File: config.mk
export PLATFORM = sky130hd
export DESIGN_NAME = spi_slave_flat
export DESIGN_NICKNAME = d
export VERILOG_FILES = /design/src/rtl/spi_slave_if.sv /design/src/rtl/spi_slave.sv /design/src/flat_wrapper.sv
export SDC_FILE = /design/constraint.sdc
export NUM_CORES = 1
export LEC_CHECK = 0
export BUFFER_PORTS_ARGS = -buffer_cell sky130_fd_sc_hd__buf_2
export CAP_MARGIN = 0
export CORE_MARGIN = 2
export CORE_UTILIZATION = 27
export CTS_BUF_LIST = sky130_fd_sc_hd__clkbuf_8 sky130_fd_sc_hd__clkbuf_16
export CTS_CLUSTER_DIAMETER = 100
export CTS_CLUSTER_SIZE = 16
export DETAILED_ROUTE_END_ITERATION = 16
export GPL_TIMING_DRIVEN = 0
export HOLD_SLACK_MARGIN = 0.12
export PLACE_DENSITY = 0.52
export SETUP_SLACK_MARGIN = 0.5
export SYNTH_ARGS = -nofsm -noshare
export SYNTH_HDL_FRONTEND = slang
export SYNTH_SLANG_ARGS = --single-unit
File: constraint.sdc
create_clock -name clk -period 3.6 [get_ports clk]
set_clock_uncertainty 0.2 [all_clocks]
set_input_delay 0.36 -clock clk [delete_from_list [all_inputs] [get_ports clk]]
set_output_delay 0.36 -clock clk [all_outputs]
set_load 0.005 [all_outputs]
File: src/rtl/spi_slave_if.sv
// spi_slave_if: serial pins plus the RAM-side command/read-data signals of the SPI slave
interface spi_slave_if #(parameter int ADDR_SIZE = 8);
   logic                   SS_n;
   logic                   MOSI;
   logic                   MISO;
   logic [ADDR_SIZE+1:0]   rx_data;
   logic                   rx_valid;
   logic [ADDR_SIZE-1:0]   tx_data;
   logic                   tx_valid;
   modport slave (input SS_n, MOSI, tx_data, tx_valid, output MISO, rx_data, rx_valid);
   modport master (output SS_n, MOSI, tx_data, tx_valid, input MISO, rx_data, rx_valid);
endinterface

File: src/rtl/spi_slave.sv
// spi_slave: deserialises MOSI command words for the RAM and shifts read bytes out on MISO
module spi_slave #(parameter int ADDR_SIZE = 8) (
   input logic       clk,
   input logic       rst_n,
   spi_slave_if.slave bus
);
   localparam int W  = ADDR_SIZE + 2;
   localparam int CW = $clog2(W + 1);
   localparam int TW = $clog2(ADDR_SIZE + 1);
   localparam logic [CW-1:0] LAST   = CW'(W - 1);
   localparam logic [CW-1:0] FULL   = CW'(W);
   localparam logic [TW-1:0] TX_END = TW'(ADDR_SIZE);

   typedef enum logic [2:0] {IDLE, CHK_CMD, WRITE, READ_ADD, READ_DATA} state_t;

   state_t               state, state_d;
   logic [CW-1:0]        cnt;
   logic [W-2:0]         sh;
   logic [W-1:0]         rx_data;
   logic                 rx_valid;
   logic                 miso;
   logic                 rd_done;
   logic [ADDR_SIZE-1:0] tx_sh;
   logic [TW-1:0]        tx_cnt;
   logic                 take_bit, last_bit, load_tx, shift_tx, miso_d;

   assign bus.MISO     = miso;
   assign bus.rx_data  = rx_data;
   assign bus.rx_valid = rx_valid;

   // state register
   always_ff @(posedge clk or negedge rst_n)
      if (!rst_n) state <= IDLE;
      else state <= state_d;

   // next state: first command bit picks the frame type, SS_n high always returns to IDLE
   always_comb begin
      state_d = state;
      if (state == IDLE) state_d = bus.SS_n ? IDLE : CHK_CMD;
      else if (bus.SS_n) state_d = IDLE;
      else if (state == CHK_CMD) state_d = !bus.MOSI ? WRITE : rd_done ? READ_DATA : READ_ADD;
   end

   // control decode; tx load waits until the cycle after rx_valid so a stale tx_valid is ignored
   always_comb begin
      take_bit = !bus.SS_n && (state == CHK_CMD || (state != IDLE && cnt != FULL));
      last_bit = take_bit && cnt == LAST;
      load_tx  = !bus.SS_n && state == READ_DATA && cnt == FULL && !rx_valid && tx_cnt == '0 && bus.tx_valid;
      shift_tx = !bus.SS_n && state == READ_DATA && tx_cnt != '0 && tx_cnt != TX_END;
      miso_d   = load_tx ? bus.tx_data[ADDR_SIZE-1] : shift_tx ? tx_sh[ADDR_SIZE-1] : 1'b0;
   end

   // datapath: shift-in, rx strobe, read-address flag and MISO shift-out
   always_ff @(posedge clk or negedge rst_n)
      if (!rst_n) begin
         cnt      <= '0;
         sh       <= '0;
         rx_data  <= '0;
         rx_valid <= 1'b0;
         miso     <= 1'b0;
         rd_done  <= 1'b0;
         tx_sh    <= '0;
         tx_cnt   <= '0;
      end else begin
         rx_valid <= last_bit;
         miso     <= miso_d;
         if (bus.SS_n || state == IDLE) begin
            cnt    <= '0;
            tx_cnt <= '0;
         end else begin
            if (take_bit) begin
               cnt <= cnt + CW'(1);
               sh  <= {sh[W-3:0], bus.MOSI};
            end
            if (load_tx || shift_tx) tx_cnt <= tx_cnt + TW'(1);
         end
         if (last_bit) rx_data <= {sh, bus.MOSI};
         if (last_bit && state == READ_ADD) rd_done <= 1'b1;
         if (last_bit && state == READ_DATA) rd_done <= 1'b0;
         if (load_tx) tx_sh <= {bus.tx_data[ADDR_SIZE-2:0], 1'b0};
         else if (shift_tx) tx_sh <= tx_sh << 1;
      end
endmodule

File: src/flat_wrapper.sv
// flat-port wrapper written by rule: the top's interface ports become plain ports
module spi_slave_flat 
#(parameter int ADDR_SIZE = 8)
  (clk, rst_n, bus_SS_n, bus_MOSI, bus_tx_data, bus_tx_valid, bus_MISO, bus_rx_data, bus_rx_valid);
  spi_slave_if #(.ADDR_SIZE(ADDR_SIZE)) bus_i ();
  input logic clk;
  input logic rst_n;
  input wire logic [$bits(bus_i.SS_n)-1:0] bus_SS_n;
  input wire logic [$bits(bus_i.MOSI)-1:0] bus_MOSI;
  input wire logic [$bits(bus_i.tx_data)-1:0] bus_tx_data;
  input wire logic [$bits(bus_i.tx_valid)-1:0] bus_tx_valid;
  output wire logic [$bits(bus_i.MISO)-1:0] bus_MISO;
  output wire logic [$bits(bus_i.rx_data)-1:0] bus_rx_data;
  output wire logic [$bits(bus_i.rx_valid)-1:0] bus_rx_valid;
  assign bus_i.SS_n = bus_SS_n;
  assign bus_i.MOSI = bus_MOSI;
  assign bus_i.tx_data = bus_tx_data;
  assign bus_i.tx_valid = bus_tx_valid;
  assign bus_MISO = bus_i.MISO;
  assign bus_rx_data = bus_i.rx_data;
  assign bus_rx_valid = bus_i.rx_valid;
  spi_slave #(.ADDR_SIZE(ADDR_SIZE)) u_core (.clk(clk), .rst_n(rst_n), .bus(bus_i));
endmodule
* After elaboration in Yosys (flattened, before gate mapping)
Cells that the tools add are included.
** Word-level totals
- Flip-flop bits (word level) :: 41
- Output and inout bits :: 12
- Logic and storage cells :: 62
** Cells by class
- $add $sub $neg :: 2
- Equality and inequality tests :: 7
- Multiplexer cells :: 16
- Bitwise logic cells :: 1
- Reduce and logical (&&, ||, !) cells :: 27
** Operators by type and width (count)
- two-way mux 4 bit :: 4
- two-way mux 8 bit :: 2
- two-way mux 3 bit :: 5
- logical AND 1 bit :: 12
- adder 4 x 1 -> 4 bit (second input constant) :: 2
- equality test 4 bit (second input constant) :: 2
- != test 4 bit (second input constant) :: 2
- nonzero test 2 bit :: 4
- nonzero test 3 bit :: 2
- two-way mux 1 bit :: 5
- logical NOT 4 bit :: 1
- nonzero test 4 bit :: 1
- equality test 3 x 1 -> 1 bit (second input constant) :: 1
- equality test 3 x 2 -> 1 bit (second input constant) :: 1
- equality test 3 bit (second input constant) :: 1
- logical NOT 3 bit :: 1
- logical OR 1 bit :: 3
- logical NOT 1 bit :: 2
- AND reduction 2 bit :: 1
- inverter 1 bit :: 1

* Logic depth before layout (Yosys ltp)
- Depth in word-level cells :: 9
- Mapped depth :: 7

* Worst setup path before layout
OpenSTA, ideal clock, no wires.
- Path kind :: register to register
- From :: reg u_core.cnt[0]
- To :: reg u_core.sh[0]
- Library setup time :: 0.125 ns
- Data arrival time :: 1.680 ns
- Path slack :: 1.595 ns
- Cell stages (with the launch flop) :: 8
- Buffers on the path :: 1
- Cell sequence :: dfrtp_1 > inv_1 > ha_1 > and3b_1 > o21ai_0 > and2_1 > buf_6 > mux2_2
** On the way
- Cells in the longest elaborated chain, start to end :: 5
** Ends and longest elaborated chain
- from (decl) :: line spi_slave.sv:17 : logic [CW-1:0] cnt;
- from (signal assigned) :: line spi_slave.sv:72 : cnt <= cnt + CW'(1);
- != test 4 bit :: line spi_slave.sv:46 : take_bit = !bus.SS_n && (state == CHK_CMD || (state != IDLE && cnt != FULL));
- logical AND 1 bit :: line spi_slave.sv:46
- logical OR 1 bit :: line spi_slave.sv:46
- logical AND 1 bit :: line spi_slave.sv:46
- AND reduction 2 bit (no line)
- to (signal assigned) :: line spi_slave.sv:73 : sh <= {sh[W-3:0], bus.MOSI};
- to (decl) :: line spi_slave.sv:18 : logic [W-2:0] sh;
No other way between the ends.
A chain may end at the register's enable or synchronous reset.

* Worst setup path in the final report
- From :: reg u_core.cnt[0]
- To :: reg u_core.sh[6]
Same word-level chain as after synthesis.

==> flow_summary_export.csv <==
group,metric,value,unit
yosys,syn_avg_cell_area,12.3,µm²
run,cap_violations,0,
finish,seq_area,1000,µm²
sta,finalMaxSlewViolations,0,
sta,layout_min_cycle_time,2.23,ns
route,dr.pass1.iters,3,
clock_network,path_clk_slew,0.08,ns
finish,layout-drive-gt1-share,32.2,%
worst_setup_path,rrSetupSlack,1.37,ns
route,drtAntennaViolNets,0,
route,drt-initial-drc-count,46,
worst_setup_path,worst_r2r_endpoint,"u_core.sh[6]$_DFFE_PN0P_",
yosys,synth_seq_cells,40,
die,fp.dieH,86.4,µm
clock_network,cts_buffer_depth,2,
hold_path,hold_path.class,"in -> reg",
yosys,async_reset_ff_share,100,%
finish,nFillCells,697,
power,vdd_drop_max,245,µV
worst_setup_path,reg2regPathDepth,7,
yosys,syn_nets,167,
yosys,yosysTopAreaCell,"dfrtp_1",
power,power_density,460,nW/µm²
placed_design,place_area,2050,µm²
finish,mostFrequentLayoutCell,"dfrtp_1",
sta,fmax,449,MHz
clock_network,cts_tree,"yes",
clock_network,htree_levels,2,
global_routing,antenna_found_initial,0,
die,die_area,7460,µm²
route,drt_wl_total,3300,µm
worst_setup_path,crit_path_start,"u_core.cnt[0]$_DFFE_PN0P_",
worst_setup_path,worstReg2RegStart,"u_core.cnt[0]$_DFFE_PN0P_",
clock_network,cts_sinks,40,
yosys,netlist.area_leader.share,54.6,%
clock_network,post_cts_buffers,0,
sta,tns,0,ns
worst_setup_path,critPathKind,"reg -> reg",
route,via_count,1200,
placed_design,dp_hpwl,2290,µm
global_routing,grt_overflow_total,0,
outcome,status,"completed",
finish,stdcell_count,263,
die,ios,25,
finish,antenna_cells,0,
clock_network,clkLatencyLatePin,0.29,ns
worst_setup_path,worstPathRequired,3.58,ns
finish,syn2layout_area_growth,19.7,%
power,finalPower,1.01,mW
die,die_w,86.4,µm
worst_setup_path,cp.arrival,2.21,ns
finish,multi_input_area,759,µm²
sta,hold_slack,0.172,ns
yosys,synth.distinct_cells,34,
finish,post-route-util,32.8,%
worst_setup_path,crit_end,"u_core.sh[6]$_DFFE_PN0P_",
route,drc,0,
yosys,yosysSeqAreaShare,54.6,%
finish,nNetsFinal,200,
yosys,ys.flop_type,"dfrtp_1",
route,wl_per_cell,12.5,µm
sta,rsz0062_at_grt,"no",
sta,finalCritPeriodShare,61.9,%
yosys,ys_warn_count,0,
worst_setup_path,cp-start-kind,"register",
sta,maxSlewHeadroom,40.7,%
global_routing,grt_pass1_vias,1203,
worst_setup_path,end_kind,"register",
sta,layout_setup_ws,1.37,ns
die,rows,30,
placed_design,place_ws,1.37,ns
power,leakage,1.01,nW
sta,final-hold-violation-count,0,
yosys,synthCells,149,
finish,fin_area,2190,µm²
route,via_per_inst,4.56,
yosys,synth_area_leaders,"dfrtp_1 (55%), mux2_2 (12%), ha_1 (3.4%)",
placed_design,io_buffers,23,
clock_network,cts-root-buf,"clkbuf_8",
global_routing,grt_usage,9.94,%
sta,tightest_slew,0.889,ns
global_routing,grt_pass1_wl,5770,µm
yosys,synth-edff-count,0,
global_routing,grt_max_degree,41,
placed_design,place_congestion,0.678,
placed_design,dp_cells,252,
clock_network,cts_made_buffers,5,
finish,layout_common_cells,"dfrtp_1 (40), buf_2 (23), mux2_2 (19)",
worst_setup_path,critPathMaxFanout,9,
sta,finalSetupViolCount,0,
die,initial_core_util,27.4,%
yosys,synth_area,1830,µm²
die,core,6680,µm²
synth_stat cells (3+ instances only):
library cell / instances
buf_4: 3
nand2b_1: 3
nor3b_1: 3
a2bb2oi_1: 6
dfrtp_1: 40
o22ai_1: 6
nand2_1: 7
o21ai_0: 5
inv_1: 5
mux2_2: 19
nor2_1: 11
a21oi_1: 6
nand3_1: 3
ha_1: 5
state kept, by name (all words and copies together), names as in the netlist:
| name | flops |
|---|---|
| u_core.state | 3 |
| u_core.sh | 9 |
| u_core.bus.rx_valid | 1 |
| u_core.cnt | 4 |
| u_core.tx_cnt | 4 |
| u_core.rd_done | 1 |
| u_core.bus.MISO | 1 |
| u_core.tx_sh | 7 |
| u_core.bus.rx_data | 10 |
per-layer routing:
metal / global-route usage (%) / share of wire (%)
met1: 13.5 / 50
met2: 14.7 / 45
met3: 3.62 / 3.8
met4: 3.41 / 0.97
met5: 0 / 0
how the worst min path moves through the flow:
stage                                       from                                end  slack, ns  depth (start not counted)
6_report                          bus_tx_data[3]        u_core.tx_sh[4]$_DFFE_PN0P_       0.17                          3
3_5_place_dp   u_core.bus.rx_data[4]$_DFFE_PN0P_  u_core.bus.rx_data[4]$_DFFE_PN0P_       0.29                          1
4_1_cts                           bus_tx_data[3]        u_core.tx_sh[4]$_DFFE_PN0P_       0.17                          3
3_3_place_gp            u_core.sh[8]$_DFFE_PN0P_  u_core.bus.rx_data[9]$_DFFE_PN0P_       0.29                          1
5_1_grt                                 bus_MOSI  u_core.bus.rx_data[0]$_DFFE_PN0P_       0.17                          2
2_1_floorplan                              rst_n          u_core.bus.MISO$_DFF_PN0_      -0.14                          0
critical path, cell delays in order, from the launching register on:
cell     delay (ns)
dfrtp_1        0.45
inv_1          0.07
ha_1           0.20
and3b_1        0.24
o21ai_0        0.25
and2_1         0.23
buf_6          0.15
mux2_2         0.34
repair_timing:
action / in CTS / in global routing
endpoints found under the hold margin: 42 / 0
resized for setup: 0 / 0
hold buffers: 3 / 0
logic make-up after synthesis:
family / after synthesis / synth area share, %
AND/OR/NAND/NOR: 41 / 14.1
flip-flops: 40 / 54.6
AO/OA/AOI/OAI: 27 / 9.70
multiplexers: 21 / 12.8
buffers and inverters: 12 / 3.89
adder cells (fa/ha/maj): 5 / 3.42
XOR/XNOR: 3 / 1.43
where the power goes:
group / total [mW] / internal, mW / switching (mW)
clock: 0.373 / 0.209 / 0.165
sequential: 0.532 / 0.499 / 0.0330
combinational: 0.103 / 0.0597 / 0.0434
total: 1.01 / 0.768 / 0.241
cell type report:
| cell class | instances | area share [%] |
|---|---|---|
| Clock inverter | 3 | 2.11 |
| Tap cell | 80 | 4.57 |
| Clock buffer | 5 | 3.14 |
| Buffer | 7 | 2.40 |
| Sequential cell | 40 | 45.7 |
| Timing Repair Buffer | 26 | 6.62 |
| Multi-Input combinational cell | 97 | 34.6 |
| Inverter | 5 | 0.856 |
Note: power is estimated with default switching activity, not from simulation.
